===== src/rtl/noc_pkg.sv =====
// Shared NoC types used on both sides of the VC allocation handshake:
// output-port direction encoding and the input-VC lifecycle.
package noc_pkg;

  typedef enum logic [2:0] {
    PORT_LOCAL = 3'd0,
    PORT_NORTH = 3'd1,
    PORT_EAST  = 3'd2,
    PORT_SOUTH = 3'd3,
    PORT_WEST  = 3'd4
  } port_dir_e;

  typedef enum logic [1:0] {
    VC_IDLE,
    VC_ROUTING,
    VC_AWAITING_VC,
    VC_ACTIVE
  } in_vc_state_e;

  // An input VC raises req toward an output allocator only in this state.
  function automatic logic vc_wants_alloc(in_vc_state_e s);
    return s == VC_AWAITING_VC;
  endfunction

endpackage


===== src/rtl/vc_allocator_rr_arbiter.sv =====
// Combinational round-robin arbiter: picks the first set request at or
// after ptr, wrapping modulo N.
module rr_arbiter #(
  parameter int N        = 4,
  parameter int IDX_BITS = (N > 1) ? $clog2(N) : 1
) (
  input  logic [N-1:0]        req,
  input  logic                enable,
  input  logic [IDX_BITS-1:0] ptr,
  output logic [N-1:0]        grant_onehot,
  output logic [IDX_BITS-1:0] grant_idx,
  output logic                valid
);

  int j;

  always_comb begin
    grant_onehot = '0;
    grant_idx    = '0;
    valid        = 1'b0;
    j            = 0;
    if (enable) begin
      for (int k = 0; k < N; k++) begin
        // ptr is always < N, so a single subtraction performs the wrap.
        j = int'(ptr) + k;
        if (j >= N) j = j - N;
        if (!valid && req[j]) begin
          valid           = 1'b1;
          grant_onehot[j] = 1'b1;
          grant_idx       = IDX_BITS'(j);
        end
      end
    end
  end

endmodule


===== src/rtl/vc_allocator.sv =====
// Per-output-port VC allocator: round-robin grant of the lowest free
// downstream VC, VC busy tracking until tail release, and per-VC credits.
module vc_allocator
  import noc_pkg::*;
#(
  parameter int NUM_REQ          = 10,
  parameter int VIRTUAL_CHANNELS = 2,
  parameter int DEPTH            = 4,
  parameter int VC_BITS          = (VIRTUAL_CHANNELS > 1) ? $clog2(VIRTUAL_CHANNELS) : 1,
  parameter int DEPTH_BITS       = $clog2(DEPTH),
  parameter int REQ_BITS         = (NUM_REQ > 1) ? $clog2(NUM_REQ) : 1
) (
  input  logic                                       clk,
  input  logic                                       reset,
  input  logic [NUM_REQ-1:0]                         req,
  output logic [NUM_REQ-1:0]                         grant,
  output logic [VC_BITS-1:0]                         grant_vc,
  input  logic                                       release_valid,
  input  logic [VC_BITS-1:0]                         release_vc,
  input  logic                                       flit_sent,
  input  logic [VC_BITS-1:0]                         flit_sent_vc,
  input  logic [VIRTUAL_CHANNELS-1:0]                credit_in,
  output logic [VIRTUAL_CHANNELS-1:0]                vc_busy,
  output logic [VIRTUAL_CHANNELS*(DEPTH_BITS+1)-1:0] credits,
  output logic                                       error
);

  localparam int CW = DEPTH_BITS + 1;

  logic [NUM_REQ-1:0]          grant_q, grant_d;
  logic [VC_BITS-1:0]          grant_vc_q, grant_vc_d;
  logic [VIRTUAL_CHANNELS-1:0] vc_busy_q, vc_busy_d;
  logic [CW-1:0]               credit_q [VIRTUAL_CHANNELS];
  logic [CW-1:0]               credit_d [VIRTUAL_CHANNELS];
  logic [REQ_BITS-1:0]         ptr_q, ptr_d;
  logic                        error_q, error_d;

  logic [NUM_REQ-1:0]  win_onehot;
  logic [REQ_BITS-1:0] win_idx;
  logic                win_valid;
  logic [VC_BITS-1:0]  free_vc;
  logic                free_found;
  logic                inc, dec;

  always_comb begin
    free_vc    = '0;
    free_found = 1'b0;
    for (int i = VIRTUAL_CHANNELS - 1; i >= 0; i--) begin
      if (!vc_busy_q[i]) begin
        free_vc    = VC_BITS'(i);
        free_found = 1'b1;
      end
    end
  end

  // Masking with the registered grant keeps a winner from being granted
  // twice while its req is still high in the cycle it sees the grant.
  rr_arbiter #(
    .N        (NUM_REQ),
    .IDX_BITS (REQ_BITS)
  ) u_arb (
    .req          (req & ~grant_q),
    .enable       (free_found),
    .ptr          (ptr_q),
    .grant_onehot (win_onehot),
    .grant_idx    (win_idx),
    .valid        (win_valid)
  );

  always_comb begin
    grant_d    = '0;
    grant_vc_d = '0;
    vc_busy_d  = vc_busy_q;
    ptr_d      = ptr_q;
    error_d    = error_q;
    inc        = 1'b0;
    dec        = 1'b0;

    if (win_valid) begin
      grant_d    = win_onehot;
      grant_vc_d = free_vc;
      ptr_d      = (int'(win_idx) == NUM_REQ - 1) ? '0 : win_idx + REQ_BITS'(1);
    end

    if (release_valid) begin
      if (int'(release_vc) < VIRTUAL_CHANNELS && vc_busy_q[release_vc])
        vc_busy_d[release_vc] = 1'b0;
      else
        error_d = 1'b1;
    end

    // free_vc came from the pre-release mask, so it never collides with release_vc.
    if (win_valid) vc_busy_d[free_vc] = 1'b1;

    if (flit_sent && int'(flit_sent_vc) >= VIRTUAL_CHANNELS) error_d = 1'b1;

    for (int i = 0; i < VIRTUAL_CHANNELS; i++) begin
      credit_d[i] = credit_q[i];
      inc         = credit_in[i];
      dec         = flit_sent && (int'(flit_sent_vc) == i);
      if (inc && !dec) begin
        if (credit_q[i] == CW'(DEPTH)) error_d = 1'b1;
        else credit_d[i] = credit_q[i] + CW'(1);
      end else if (dec && !inc) begin
        if (credit_q[i] == '0) error_d = 1'b1;
        else credit_d[i] = credit_q[i] - CW'(1);
      end
    end
  end

  always_ff @(posedge clk or posedge reset) begin
    if (reset) begin
      grant_q    <= '0;
      grant_vc_q <= '0;
      vc_busy_q  <= '0;
      ptr_q      <= '0;
      error_q    <= 1'b0;
      for (int i = 0; i < VIRTUAL_CHANNELS; i++) credit_q[i] <= CW'(DEPTH);
    end else begin
      grant_q    <= grant_d;
      grant_vc_q <= grant_vc_d;
      vc_busy_q  <= vc_busy_d;
      ptr_q      <= ptr_d;
      error_q    <= error_d;
      for (int i = 0; i < VIRTUAL_CHANNELS; i++) credit_q[i] <= credit_d[i];
    end
  end

  assign grant    = grant_q;
  assign grant_vc = grant_vc_q;
  assign vc_busy  = vc_busy_q;
  assign error    = error_q;

  for (genvar gi = 0; gi < VIRTUAL_CHANNELS; gi++) begin : g_credits
    assign credits[gi*CW +: CW] = credit_q[gi];
  end

endmodule


===== config.mk =====
export PLATFORM = sky130hd
export DESIGN_NAME = vc_allocator
export DESIGN_NICKNAME = d
export VERILOG_FILES = /design/src/rtl/noc_pkg.sv /design/src/rtl/vc_allocator_rr_arbiter.sv /design/src/rtl/vc_allocator.sv
export SDC_FILE = /design/constraint.sdc
export NUM_CORES = 1
export LEC_CHECK = 0
export ABC_AREA = 1
export CAP_MARGIN = 20
export CORE_UTILIZATION = 40
export CTS_BUF_LIST = sky130_fd_sc_hd__clkbuf_16
export DETAILED_ROUTE_END_ITERATION = 12
export MAX_ROUTING_LAYER = met4
export SYNTH_ARGS = -nofsm -noshare
export SYNTH_HDL_FRONTEND = slang
export SYNTH_SLANG_ARGS = --single-unit

===== constraint.sdc =====
create_clock -name clk -period 5.31 [get_ports clk]
set_input_delay 1.593 -clock clk [delete_from_list [all_inputs] [get_ports clk]]
set_output_delay 1.593 -clock clk [all_outputs]
set_load 0.005 [all_outputs]

==> results of run 1 <==
[cell type report]
type                       instances  area, um2  share of cell area [%]
clock buffer                       3       75.1                    1.25
clock inverter                     1       30.0                   0.501
inverter                         140        531                    8.86
multi-input combinational        749       4050                    67.6
sequential                        24        603                    10.1
tap                              172        215                    3.59
timing repair buffer              50        488                    8.15
[kinds of logic after synthesis]
family	count (synthesis)
AOI/OAI and AO/OA	105
buffers and inverters	153
and+or+nand+nor	588
muxes	2
DFF	24
xor gates and xnor gates	12
adders and majority gates	42
[worst reg2reg max path, delay by kind of cell (launching register included)]
family | cells | cell delay, ps
simple gates | 12 | 1500
fa+ha+maj | 2 | 830
flops | 1 | 750
buf+inv | 5 | 730
compound gates | 2 | 680
[cells in the mapped netlist (6+ instances only)]
cell type | count | share of area, %
nand2_2 | 19 | 2.3
nor3_1 | 29 | 2.8
o211ai_1 | 6 | 0.86
o21ai_1 | 7 | 0.67
nor2_2 | 9 | 1.1
nand3b_1 | 6 | 0.86
dfrtp_1 | 22 | 10
inv_2 | 13 | 0.93
inv_1 | 122 | 8.7
nand3_1 | 106 | 10
xor2_1 | 7 | 1.2
nand4_1 | 18 | 2.1
nand2_1 | 263 | 19
a21oi_1 | 20 | 1.9
ha_1 | 39 | 9.3
o21ai_0 | 43 | 4.1
nor2_1 | 111 | 7.9
[metal layers]
layer / track usage [%] / routed length [um] / vias to the layer above
met3: 4.31 / 1220 / 42
met1: 39.8 / 8770 / 2693
met4: 10.5 / 684 / 0
met5: - / 0 / -
li1: - / - / 3094
met2: 42.7 / 7880 / 219
[sequential cells by signal, indices dropped and copies added, names as in the netlist]
| signal | cells |
|---|---|
| vc_busy | 2 |
| grant_vc | 1 |
| ptr_q | 4 |
| grant | 10 |
| credits | 6 |
| error | 1 |
[metrics by stage]
stage | setup WS, ps | cell area [um2] | util (%) | hold slack, ps | std cells
floorplan | 988 | 5270 | - | 465 | 926
global placement | 665 | 5860 | 46.0 | 455 | 1134
detailed placement | 607 | 5860 | 46.0 | 468 | 1134
CTS | 830 | 5960 | 46.9 | 490 | 1138
global route | 243 | 5990 | 47.1 | 518 | 1139
finish | 762 | 5990 | 47.1 | 484 | 1139
[final timing paths]
kind / from / end / slack [ps]
max: ptr_q[0]$_DFFE_PP0P_ / grant[6]$_DFF_PP0_ / 760
max reg2reg: ptr_q[0]$_DFFE_PP0P_ / grant[6]$_DFF_PP0_ / 760
max in group asynchronous: reset / credits[5]$_DFFE_PP1P_ / 3370
min in group asynchronous: reset / error$_DFF_PP0_ / 1720
min reg2reg: error$_DFF_PP0_ / error$_DFF_PP0_ / 480
min: error$_DFF_PP0_ / error$_DFF_PP0_ / 480
==> run metrics, run 1 <==
status finished clean; input/output buffers 37; Overall Global Routing Usage 28.9%; commonest non-fill, non-tap cells in the layout nand2_1, inv_1, nor2_1; nets@finish 1,028; clk_lat worst skew 260 ps; Post-synth EDFFs 0; drt first pass iters 10; slew margin rel. 40.7%; num ports 38; adder-cell area share of the yosys netlist 10.4%; Crit path max-delay family simple AND/OR/NAND/NOR gates; Fin. Hold Viols 0; # fillers 1,381; Slew Limit Fails 0; Crit. End Element flop; asr flop ratio synth 100%; Hold Crit Class reg -> reg; post-synthesis mux area share 0.428%; flip-flop and latch count after synthesis 24; HPWL Detailed 15.4 mm; layout cells sized above 1 9.72%; via count 6,048; slowest stage delay, CP 750 ps; post-synthesis xor/xnor area fraction 2.00%; CP required 5510 ps; Worst Path Arrival 4750 ps; setup TNS 0 ps; CP startpoint kind flop; Net Count, Synth 986; RSZ-0062 raised after global routing false; gr ovfl total 0; CP Buf/Inv Count 5; CTS tree yes; TritonCTS Sinks 24; CTS Buf Count 3; first-pass GRT wire length 28.8 mm; antenna cell count 0; most frequent CP cell nand2_1; vias per cell 5.31; Yosys Warn Count 0; largest net degree at the start of global routing 38; commonest non-fill, non-tap cell in the layout nand2_1; Hold Crit Depth 2; Post-CTS Hold Fix Bufs 0; Slowest cell on crit path dfrtp_1; WS Path Type reg -> reg; CTS resizes 0; starting density of the core 41.4%; Crit. path cell count 21; crit path max fanout 13; Tmin final 4550 ps; vias in the first global route 5,233; die height 117 um; P&R area growth vs syn 13.7%; Avg WL per Cell 16.3 um; synth unique cells 55; Post-Synthesis Cells 926; Core ar. 0.0127 mm2; Fmax 220 MHz; # DRC 0; initial antenna violation count 0; worst path cell trace inv_4 > ha_1 > clkinv_1 > o21ai_0 > ha_1 > nand2_2 > o21ai_0 > inv_1 > nor2_1 > nand2_1 > nand3_2 > inv_2 > nor2_1 > nand2_1 > nor2_1 > nand2_1 > nand4_1 > nor2_1 > nand2_1 > nand2_1 > inv_1; Reg clk slew, reported paths 70 ps; H-tree depth 1; gpl congestion 0.991; Worst-Margin Slew 880 ps; main combinational cell family by area after synthesis simple AND/OR/NAND/NOR gates; clock skew 4.18 ps; Synth Area in Simple Gates 51.8%; width of the die 117 um; die footprint 0.0136 mm2; Antenna Nets Post-Route 0; Post-Syn Area per Cell 5.69 um2; # rows 41; post-synthesis compound-gate area fraction 12.2%; # Post-CTS Setup Buffers 0; max_cap viols 0; post-synthesis sequential area ratio 11.4%; ys flop type dfrtp_1; DR iter-0 viols 555; Total Routed Length 18.6 mm; Cell Area, Synth 0.00527 mm2; worst-case clock buffer depth 2; Final setup viols 0; CTS root buffer clkbuf_16; fin crit share 85.7%; Reg2Reg Depth 21
Power of run 1 is left out: the tool's default activity adds up to more than one toggle a clock period on the data nets, which glitch-free logic cannot reach.
==> run 2: changes to the inputs <==
--- a/config.mk
+++ b/config.mk
@@ -5,8 +5,7 @@
 export SDC_FILE = /design/constraint.sdc
 export NUM_CORES = 1
 export LEC_CHECK = 0
-export ABC_AREA = 1
-export CAP_MARGIN = 20
+export CAP_MARGIN = 25
 export CORE_UTILIZATION = 40
 export CTS_BUF_LIST = sky130_fd_sc_hd__clkbuf_16
 export DETAILED_ROUTE_END_ITERATION = 12
==> constraint.sdc (replaced) <==
create_clock -name clk -period 5 [get_ports clk]
set_input_delay 1.5 -clock clk [delete_from_list [all_inputs] [get_ports clk]]
set_output_delay 1.5 -clock clk [all_outputs]
set_load 0.005 [all_outputs]
==> run 2 against run 1 <==
Register-to-register slack worse by 570 ps; critical path type is now in -> reg; worst setup slack got worse by 650 ps; die area increased by 10%; highest routed layer unchanged; hold slack improved by 21 ps; synthesized cell count down 17%; synthesized area up 10%.
==> run metrics, run 2 <==
initial antenna violation count 0 (unchanged); commonest non-fill, non-tap cells in the layout buf_4, nand2_1, nor2_1; CP required 5140 ps (-370 ps); Yosys Warn Count 0 (unchanged); synth unique cells 105 (+91%); worst-case clock buffer depth 2 (unchanged); Worst R2R End ptr_q[2]$_DFFE_PP0P_; Crit. End Element flop; Reg2Reg Depth 16 (-24%); status finished clean; Fin. Hold Viols 0 (unchanged); Commonest cells post-synth nand2_1, nor2_1, a21oi_1, o21ai_0, ha_1; P&R area growth vs syn 24.6%; Overall Global Routing Usage 31.8% (+2.8 points); gr ovfl total 0 (unchanged); input/output buffers 37 (unchanged); Cell Area, Synth 0.00581 mm2 (+10%); Synth area leaders dfrtp_1, ha_1, nand2_1; asr flop ratio synth 100% (unchanged); via count 6,993 (+16%); RSZ-0062 raised after global routing true; antenna cell count 0 (unchanged); width of the die 123 um (+5.0%); TritonCTS Sinks 24 (unchanged); CP startpoint kind input pin; WS Path Type in -> reg; commonest non-fill, non-tap cell in the layout buf_4; layout cells sized above 1 22.8% (+13 points); Tmin final 4890 ps; most frequent cell after synthesis nand2_1; max reg flops 10 (unchanged); nets@finish 948 (-7.8%); starting density of the core 41.4% (about the same); FF-to-FF Start ptr_q[1]$_DFFE_PP0P_; Post-synth EDFFs 0 (unchanged); die height 123 um (+5.0%); slew margin rel. 37.9% (-2.8 points); critical hold path startpoint error$_DFF_PP0_; drt first pass iters 5 (-5); Yosys top cell by area dfrtp_1; Total Routed Length 23.1 mm (+24%); Worst Path Arrival 5030 ps (+280 ps); Reg clk slew, reported paths 60 ps (about the same); num ports 38 (unchanged); ys flop type dfrtp_1; vias in the first global route 6,482 (+24%); Hold Crit Class reg -> reg; post-synthesis sequential area ratio 10.4% (-1.1 points); H-tree depth 1 (unchanged); vias per cell 6.55 (+23%); Net Count, Synth 830 (-16%); crit path max fanout 4 (-9); Antenna Nets Post-Route 0 (unchanged); share of the synthesized area in the top cell type 9.47% (-9.3 points); first-pass GRT wire length 35.5 mm (+23%); fin crit share 97.8%; Hold Crit Depth 2 (unchanged); max_cap viols 0 (unchanged); Worst-Margin Slew 931 ps (+50.7 ps); Final setup viols 0 (unchanged); clock skew 2.88 ps (-1.30 ps); gpl congestion 1.05 (+6.2%); Avg WL per Cell 21.6 um (+33%); # DRC 0 (unchanged); # rows 43 (+4.9%); HPWL Detailed 18.7 mm (+21%); Fin Hold WS 504 ps (+20.6 ps); largest net degree at the start of global routing 54 (+42%); CTS root buffer clkbuf_16; Fmax 205 MHz; Core ar. 0.0140 mm2 (+10%); FF-to-FF setup slack 190 ps (-570 ps); CTS tree yes; flip-flop and latch count after synthesis 24 (unchanged); die footprint 0.0150 mm2 (+10%); clk_lat worst skew 260 ps (about the same); DR iter-0 viols 690 (+24%); CTS Buf Count 3 (unchanged); Post-Synthesis Cells 770 (-17%); WHS Endpoint error$_DFF_PP0_; Post-Syn Area per Cell 7.55 um2 (+33%); Slew Limit Fails 0 (unchanged)
## run 2: cell types whose count changed in the layout (fill, tap and decap cells not counted), sizes merged, moves of 13 or more
cell,previous run,this run
o21a,1,17
a211oi,2,28
nand4,20,5
nand3,113,23
nor2b,0,13
nand2,286,68
a21oi,23,52
a21o,0,16
a31oi,5,18
nor3b,0,17
buf,13,112
inv,137,35
nor2,125,49
nand2b,0,15
## run 2: layout make-up
| class | instances | area, um2 |
|---|---|---|
| Clock buffer | 3 | 75.1 |
| Clock inverter | 1 | 3.75 |
| Fill cell | 1359 | 6800 |
| Inverter | 37 | 146 |
| Multi-Input combinational cell | 673 | 4960 |
| Sequential cell | 24 | 608 |
| Tap cell | 180 | 225 |
| Timing Repair Buffer | 149 | 1220 |
## run 2: timing repair
item,in CTS,in global routing
endpoints found under the setup margin,0,15
gates resized for setup,0,22
buffers inserted,0,10
hold buffers,0,0
## run 2: cells by family (layout without fill, tap and decap cells)
group	count (synthesis)	count (layout)	synth area share, %
buf+inv	73	190	5.77
flops	24	24	10.4
fa+ha+maj	42	42	9.43
xor+xnor	22	22	4.41
compound gates	300	300	38.3
mux	18	18	3.34
simple gates	291	291	28.3
## run 2: how the worst max path moves through the flow
stage	from	endpoint	slack, ps	depth (start not counted)
3_5_place_dp	req[2]	grant[5]$_DFF_PP0_	-160	14
3_3_place_gp	req[2]	ptr_q[2]$_DFFE_PP0P_	-110	13
4_1_cts	ptr_q[2]$_DFFE_PP0P_	ptr_q[2]$_DFFE_PP0P_	100	16
5_1_grt	ptr_q[1]$_DFFE_PP0P_	ptr_q[2]$_DFFE_PP0P_	-20	17
2_1_floorplan	ptr_q[1]$_DFFE_PP0P_	ptr_q[2]$_DFFE_PP0P_	20	19
6_report	req[9]	grant[1]$_DFF_PP0_	110	14
## run 2: layer usage
metal	global-route usage [%]	share of wire (%)	vias to the layer above
met4	12.7	4.1	0
li1	-	-	3238
met1	41.1	43	3319
met5	-	0	-
met3	2.97	6.8	57
met2	50.8	46	379
## run 2: worst max-delay path, cell delays in order
cell and delay (ps):
clkdlybuf4s50_1 470, or3b_2 520, a221o_1 370, a31o_1 190, a211oi_1 260, buf_4 160
o31ai_4 80, nand4b_2 130, buf_4 150, nor4b_2 50, nor2b_1 170, a211oi_1 590
o221a_2 330, a21oi_1 60
## run 2: metrics by stage
stage	instance area [um2]	utilization, %	instances	worst slack [ps]	TNS, ps
after floorplan	5830	-	770	23.7	0
final	7240	51.6	1067	111	0
after detailed placement	7000	49.9	1053	-160	-1090
after CTS	7080	50.4	1057	100	0
after global placement	7000	49.9	1053	-109	-574
after global routing	7240	51.6	1067	-22.2	-22.2
Power of run 2 is left out for the same reason.
